**src/rtl/spi_arb_pkg.sv**
```systemverilog
// Shared types and helpers for the arbitrated SPI master.
package spi_arb_pkg;

    typedef enum logic [2:0] {
        StIdle,
        StSetup,
        StShift,
        StHold,
        StGap
    } state_e;

    // SCK half-period count; one SCK phase lasts calc_half() + 1 clk cycles.
    function automatic int unsigned calc_half(input int unsigned fclk, input int unsigned speed);
        return (fclk / speed) / 2 - 1;
    endfunction

endpackage

```
**src/rtl/spi_xfer_engine.sv**
```systemverilog
// Mode-0 SPI shift engine: phase counter, SCK generation, tx/rx shift registers, edge count.
module spi_xfer_engine #(
    parameter int unsigned SIZE = 8,
    parameter int unsigned HALF = 1
) (
    input  logic            clk,
    input  logic            rst,
    input  logic            load_i,
    input  logic [SIZE-1:0] tx_word_i,
    input  logic            run_i,
    input  logic            setup_i,
    input  logic            shift_i,
    input  logic            miso_i,
    output logic            tick_o,
    output logic            shift_done_o,
    output logic            sck_o,
    output logic            mosi_o,
    output logic [SIZE-1:0] rx_word_o
);

    localparam int unsigned PW    = (HALF > 0) ? $clog2(HALF + 1) : 1;
    localparam int unsigned EDGES = 2 * SIZE;
    localparam int unsigned EW    = $clog2(EDGES + 1);

    logic [PW-1:0]   phase_q, phase_d;
    logic [EW-1:0]   edge_q, edge_d;
    logic            sck_q, sck_d;
    logic [SIZE-1:0] tx_q, tx_d;
    logic [SIZE-1:0] rx_q, rx_d;
    logic            tick;
    logic            toggle;

    always_comb begin
        tick         = (phase_q == PW'(HALF));
        // The SETUP tick makes the first rising edge; SHIFT then toggles until all edges are out.
        toggle       = tick && (setup_i || (shift_i && (edge_q != EW'(EDGES))));
        shift_done_o = shift_i && tick && (edge_q == EW'(EDGES));
        phase_d      = (run_i && !tick) ? phase_q + 1'b1 : '0;

        sck_d  = sck_q;
        edge_d = edge_q;
        tx_d   = tx_q;
        rx_d   = rx_q;
        if (load_i) begin
            sck_d  = 1'b0;
            edge_d = '0;
            tx_d   = tx_word_i;
            rx_d   = '0;
        end else if (toggle) begin
            sck_d  = ~sck_q;
            edge_d = edge_q + 1'b1;
            if (!sck_q) begin
                rx_d = {rx_q[SIZE-2:0], miso_i};
            end else begin
                tx_d = {tx_q[SIZE-2:0], 1'b0};
            end
        end
    end

    always_ff @(posedge clk or posedge rst) begin
        if (rst) begin
            phase_q <= '0;
            edge_q  <= '0;
            sck_q   <= 1'b0;
            tx_q    <= '0;
            rx_q    <= '0;
        end else begin
            phase_q <= phase_d;
            edge_q  <= edge_d;
            sck_q   <= sck_d;
            tx_q    <= tx_d;
            rx_q    <= rx_d;
        end
    end

    assign tick_o    = tick;
    assign sck_o     = sck_q;
    assign mosi_o    = tx_q[SIZE-1];
    assign rx_word_o = rx_q;

endmodule

```
**src/rtl/spi_arb_ctrl.sv**
```systemverilog
// Shared-bus SPI master: round-robin arbitration, grant/slave-select and transfer sequencing.
// Define SPI_ARB_FIXED_PRIO_EN to replace round-robin with fixed lowest-index priority.
module spi_arb_ctrl
    import spi_arb_pkg::*;
#(
    parameter int unsigned SIZE  = 8,
    parameter int unsigned NREQ  = 4,
    parameter int unsigned FCLK  = 50000000,
    parameter int unsigned SPEED = 9600
) (
    input  logic                 clk,
    input  logic                 rst,
    input  logic [NREQ-1:0]      req,
    input  logic [NREQ*SIZE-1:0] tx_data,
    output logic [NREQ-1:0]      gnt,
    output logic                 busy,
    output logic                 done,
    output logic [SIZE-1:0]      rx_data,
    output logic                 sck,
    output logic                 mosi,
    input  logic                 miso,
    output logic [NREQ-1:0]      ss_n
);

    localparam int unsigned HALF = calc_half(FCLK, SPEED);
    localparam int unsigned IW   = $clog2(NREQ);

    state_e          state_q, state_d;
    logic [NREQ-1:0] gnt_q, gnt_d;
    logic [NREQ-1:0] ss_n_q, ss_n_d;
    logic            busy_q, busy_d;
    logic            done_q, done_d;
    logic [SIZE-1:0] rx_data_q, rx_data_d;

    logic            found;
    logic [IW-1:0]   win_idx;
    logic [NREQ-1:0] win_oh;
    logic [SIZE-1:0] tx_sel;
    logic            load;
    logic            tick;
    logic            shift_done;
    logic [SIZE-1:0] rx_word;

`ifdef SPI_ARB_FIXED_PRIO_EN
    always_comb begin
        found   = |req;
        win_idx = '0;
        for (int i = int'(NREQ) - 1; i >= 0; i--) begin
            if (req[IW'(i)]) begin
                win_idx = IW'(i);
            end
        end
    end
`else
    logic [IW-1:0] last_q, last_d;

    // Search starts one past the previous winner so every requester gets a turn.
    always_comb begin
        int unsigned cand;
        logic [IW-1:0] cand_idx;
        found   = 1'b0;
        win_idx = '0;
        for (int k = 1; k <= int'(NREQ); k++) begin
            cand     = (int'(last_q) + k) % NREQ;
            cand_idx = IW'(cand);
            if (!found && req[cand_idx]) begin
                found   = 1'b1;
                win_idx = cand_idx;
            end
        end
    end
`endif

    always_comb begin
        win_oh          = '0;
        win_oh[win_idx] = 1'b1;
        tx_sel          = '0;
        for (int i = 0; i < int'(NREQ); i++) begin
            if (IW'(i) == win_idx) begin
                tx_sel = tx_data[i*SIZE +: SIZE];
            end
        end
    end

    always_comb begin
        state_d   = state_q;
        gnt_d     = gnt_q;
        ss_n_d    = ss_n_q;
        done_d    = 1'b0;
        rx_data_d = rx_data_q;
        load      = 1'b0;
`ifndef SPI_ARB_FIXED_PRIO_EN
        last_d    = last_q;
`endif
        // gnt stays up through the done cycle and drops right after it.
        if (done_q) begin
            gnt_d = '0;
        end
        case (state_q)
            StIdle: begin
                if (found) begin
                    load    = 1'b1;
                    gnt_d   = win_oh;
                    ss_n_d  = ~win_oh;
                    state_d = StSetup;
`ifndef SPI_ARB_FIXED_PRIO_EN
                    last_d  = win_idx;
`endif
                end
            end
            StSetup: begin
                if (tick) state_d = StShift;
            end
            StShift: begin
                if (shift_done) state_d = StHold;
            end
            StHold: begin
                if (tick) begin
                    done_d    = 1'b1;
                    rx_data_d = rx_word;
                    ss_n_d    = '1;
                    state_d   = StGap;
                end
            end
            StGap: begin
                if (tick) state_d = StIdle;
            end
            default: state_d = StIdle;
        endcase
        busy_d = (state_d != StIdle);
    end

    always_ff @(posedge clk or posedge rst) begin
        if (rst) begin
            state_q   <= StIdle;
            gnt_q     <= '0;
            ss_n_q    <= '1;
            busy_q    <= 1'b0;
            done_q    <= 1'b0;
            rx_data_q <= '0;
`ifndef SPI_ARB_FIXED_PRIO_EN
            last_q    <= IW'(NREQ - 1);
`endif
        end else begin
            state_q   <= state_d;
            gnt_q     <= gnt_d;
            ss_n_q    <= ss_n_d;
            busy_q    <= busy_d;
            done_q    <= done_d;
            rx_data_q <= rx_data_d;
`ifndef SPI_ARB_FIXED_PRIO_EN
            last_q    <= last_d;
`endif
        end
    end

    spi_xfer_engine #(
        .SIZE (SIZE),
        .HALF (HALF)
    ) u_engine (
        .clk          (clk),
        .rst          (rst),
        .load_i       (load),
        .tx_word_i    (tx_sel),
        .run_i        (state_q != StIdle),
        .setup_i      (state_q == StSetup),
        .shift_i      (state_q == StShift),
        .miso_i       (miso),
        .tick_o       (tick),
        .shift_done_o (shift_done),
        .sck_o        (sck),
        .mosi_o       (mosi),
        .rx_word_o    (rx_word)
    );

    assign gnt     = gnt_q;
    assign ss_n    = ss_n_q;
    assign busy    = busy_q;
    assign done    = done_q;
    assign rx_data = rx_data_q;

endmodule

```
**config.mk**
```make
export PLATFORM = sky130hd
export DESIGN_NAME = spi_arb_ctrl
export DESIGN_NICKNAME = d
export VERILOG_FILES = /design/src/rtl/spi_arb_pkg.sv /design/src/rtl/spi_xfer_engine.sv /design/src/rtl/spi_arb_ctrl.sv
export SDC_FILE = /design/constraint.sdc
export NUM_CORES = 1
export LEC_CHECK = 0
export BUFFER_PORTS_ARGS = -buffer_cell sky130_fd_sc_hd__buf_2
export CAP_MARGIN = 40
export CORE_MARGIN = 3
export CORE_UTILIZATION = 35
export CTS_CLUSTER_DIAMETER = 150
export DETAILED_ROUTE_END_ITERATION = 12
export SYNTH_ARGS = -nofsm -noshare
export SYNTH_HDL_FRONTEND = slang
export SYNTH_SLANG_ARGS = --single-unit
```
**constraint.sdc**
```tcl
create_clock -name clk -period 2.5 [get_ports clk]
set_input_delay 0.75 -clock clk [delete_from_list [all_inputs] [get_ports clk]]
set_output_delay 0.75 -clock clk [all_outputs]
set_load 0.01 [all_outputs]
```
==> impl_results.md <==
* Clock Tree Buf Depth at 2
* Die Height at roughly 97 um
* Worst-Margin Slew at approximately 0.71 ns
* DRC viols at 0
* Leak Pwr at 1.70 nW
* RSZ-0062 raised after global routing: no
* Initial core utilization at 0.368
* Vias/cell at approximately 5
* Clock-pin transition on the worst setup and hold timing paths at 0.08 ns
* H-tree depth at 3
* Worst setup EP type: flop
* Slew HR at 0.528
* Ys async rst share at 1.00
* Synth Area per Inst at 10.1 um^2
* Setup TNS at 0 ns
* Run status: finished, final reports clean
* R2r worst-path depth at 6
* Vias in the first global route at around 2,200
* Required @ worst endpoint at around 2.7 ns
* Worst-Skew Late Latency at about 0.34 ns
* Flops & latches, synth at 57
* Ant diodes at 0
* Hold Buf Count CTS at 0
* Area fraction of the dominant cell type after synthesis at 0.440
* Post-Synth Adder-Cell Area at 0.0129
* Largest net degree at the start of global routing at between 50 and 60
* Final WL at 6290 um
* Mapped cell area at between 2000 and 3000 um^2
* Initial antenna violation count at 0
* First-pass GRT wire length at between 10,000 and 15,000 um
* Post-Synth Simple-Gate Area at 0.186
* R2r endpoint: u_engine.tx_q[4]
* Post-synthesis mux area share at 0.0863
* Top Ports at 59
* Critical path type: flop to flop
* Layout cells sized above 1 at 0.309
* IO buf count at 58
* Die area at 9410 um^2
* Fin. max-slew vios at 0
* Number of enable flip-flop cells after synthesis at 0
* Dominant cell type by area after synthesis: dfrtp_1
* Crit path max fanout at 8
* Grt ovf at 0
* Syn nets at 330
* Setup slack after placement at 0.103 ns
* Worst reg2reg path startpoint: u_engine.phase_q[0]
* Drt first pass iters at 4
* Hpwl dp at between 4000 and 5000 um
* WL/cell at between 10 and 15 um
* Final setup margin at 0.328 ns
* PnR Total Power at approximately 2.4 mW
* Fin crit period at approximately 2.2 ns
* Root Buffer: clkbuf_8
* Skew final at approximately 0.012 ns
* Synthesis-to-layout area growth at 23.7%
* Setup Fix Bufs, Post-CTS at 0
* Post-cts resize count at 0
* Xor/xnor cell area share of the yosys netlist at 0.0453
* Row count at 32
* Die X at about 97 um
* Hold Crit Class: primary input to asynchronous set/reset pin
* Final Hold Viols at 0
* TritonCTS Buffers at 9
* Distinct cells, synth at 48
* Pwr/cell area at 664 nW/um^2
* Maximum VDD drop at approximately 0.00055 V
* Fin crit share at 0.869
* Total routing usage reported by global routing at 0.136
* DRT iter0 DRCs at 66
* Flop-to-flop setup slack at ~0.33 ns
* CP Launch Type: flop
* Post-Syn Instances at 288
* Synth warn at 0
* Routability congestion estimate at approximately 0.80
* Main combinational cell family by area after synthesis: simple AND/OR/NAND/NOR gates
* Highest Clock Rate at about 460 MHz
* Final-stage net count at a little under 400
* Routed Antenna Nets at 0
* Complex-gate fraction of the synthesized area at 0.140
* Setup Viol. Count Final at 0
* Num Clock Sinks at 57
* TritonCTS clock tree: built
* Sequential fraction of the synthesis area at 0.494
* Area of the core at a little under 8000 um^2
* Top cells by area, synth: dfrtp_1 44%, mux2i_1 5.5%, dfstp_2 5.4%
* Crit path DAT at between 2 and 2.5 ns
* Most used DFF post-synth: dfrtp_1
* Max-cap violations at 0
* Vias at roughly 2,300
-- power by group --
group	internal (mW)	total, mW	switching, mW
combinational	0.149	0.303	0.155
sequential	1.02	1.11	0.0882
clock	0.571	0.973	0.403
-- worst max path at each step --
stage | start | endpoint | slack (ns) | cells past startpoint
2_1_floorplan | rst | busy | 0.36 | 1
3_3_place_gp | req[1] | u_engine.rx_word_o[0] | 0.18 | 7
3_5_place_dp | req[1] | u_engine.rx_word_o[5] | 0.10 | 7
4_1_cts | u_engine.phase_q[0] | u_engine.tx_q[7] | 0.29 | 6
5_1_grt | u_engine.phase_q[0] | u_engine.tx_q[4] | 0.13 | 6
6_report | u_engine.phase_q[0] | u_engine.tx_q[4] | 0.33 | 6
-- Yosys cell counts, types with 3 or more instances --
| cell | number |
|---|---|
| dfrtp_1 | 51 |
| nand2_1 | 36 |
| nor2_1 | 27 |
| o21ai_0 | 17 |
| mux2i_1 | 16 |
| a21boi_0 | 9 |
| clkbuf_1 | 8 |
| inv_1 | 8 |
| mux2_2 | 8 |
| xor2_1 | 8 |
| a211oi_1 | 7 |
| a221oi_1 | 7 |
| nand3_1 | 7 |
| xnor2_1 | 7 |
| buf_2 | 6 |
| dfstp_2 | 6 |
| a21oi_1 | 5 |
| nand2b_1 | 5 |
| nor3_1 | 5 |
| ha_1 | 3 |
| nor4_1 | 3 |
-- cell families (layout without fill, tap and decap cells) --
kind of cell,count (synthesis),in the layout
xor+xnor,15,15
mux,24,24
compound gates,60,60
simple gates,106,106
buf+inv,23,94
flops,57,57
fa+ha+maj,3,3
-- flip-flops by register name, summed over array words and instances (netlist names) --
| signal | flops |
|---|---|
| u_engine.phase_q | 12 |
| rx_data | 8 |
| u_engine.rx_word_o | 8 |
| u_engine.tx_q | 8 |
| u_engine.edge_q | 5 |
| gnt | 4 |
| ss_n | 4 |
| state_q | 3 |
| last_q | 2 |
| busy | 1 |
| done | 1 |
| u_engine.sck_o | 1 |
-- layer usage --
layer  global-route usage  wire length [um]  vias to the layer above  share of wire
li1                     -                 -                     1153              -
met1                0.174              2850                     1088           0.45
met2                0.217              3000                       52           0.48
met3               0.0339               292                       11          0.046
met4               0.0605               146                        0          0.023
met5                    0                 0                        -              0
-- critical path, stage by stage (launching register included) --
cell and delay, ns:
dfrtp_1 0.39, ha_1 0.24, nand4b_1 0.24, nor4_2 0.42, nand3_2 0.32, mux2i_1 0.21
a221oi_1 0.25
-- through the flow --
stage	utilization	instances	instance area (um^2)	hold slack [ns]
after floorplan	-	288	2900	0.455
after global placement	0.426	445	3360	0.477
after detailed placement	0.426	445	3360	0.475
after CTS	0.455	461	3590	0.449
after global routing	0.455	461	3590	0.466
final	0.455	461	3590	0.454
-- layout make-up --
type	instances	area (um^2)
Fill cell	733	4300
Inverter	8	30.0
Clock inverter	7	103
Tap cell	102	128
Multi-Input combinational cell	208	1370
Timing Repair Buffer	70	405
Sequential cell	57	1430
Clock buffer	9	124
-- cells in the final DEF, fill, tap and decap left out, drive strengths merged, types with 3 or more instances in the layout --
master	synthesis	layout
a211oi	7	7
a21boi	9	9
a21oi	5	5
a221oi	7	7
buf	7	70
clkbuf	8	9
dfrtp	51	51
dfstp	6	6
ha	3	3
inv	8	10
mux2	8	8
mux2i	16	16
nand2	36	36
nand2b	5	5
nand3	9	9
nor2	28	28
nor3	6	6
nor4	4	4
o21ai	17	17
xnor2	7	7
xor2	8	8
Note: power is estimated with default switching activity, not from simulation.
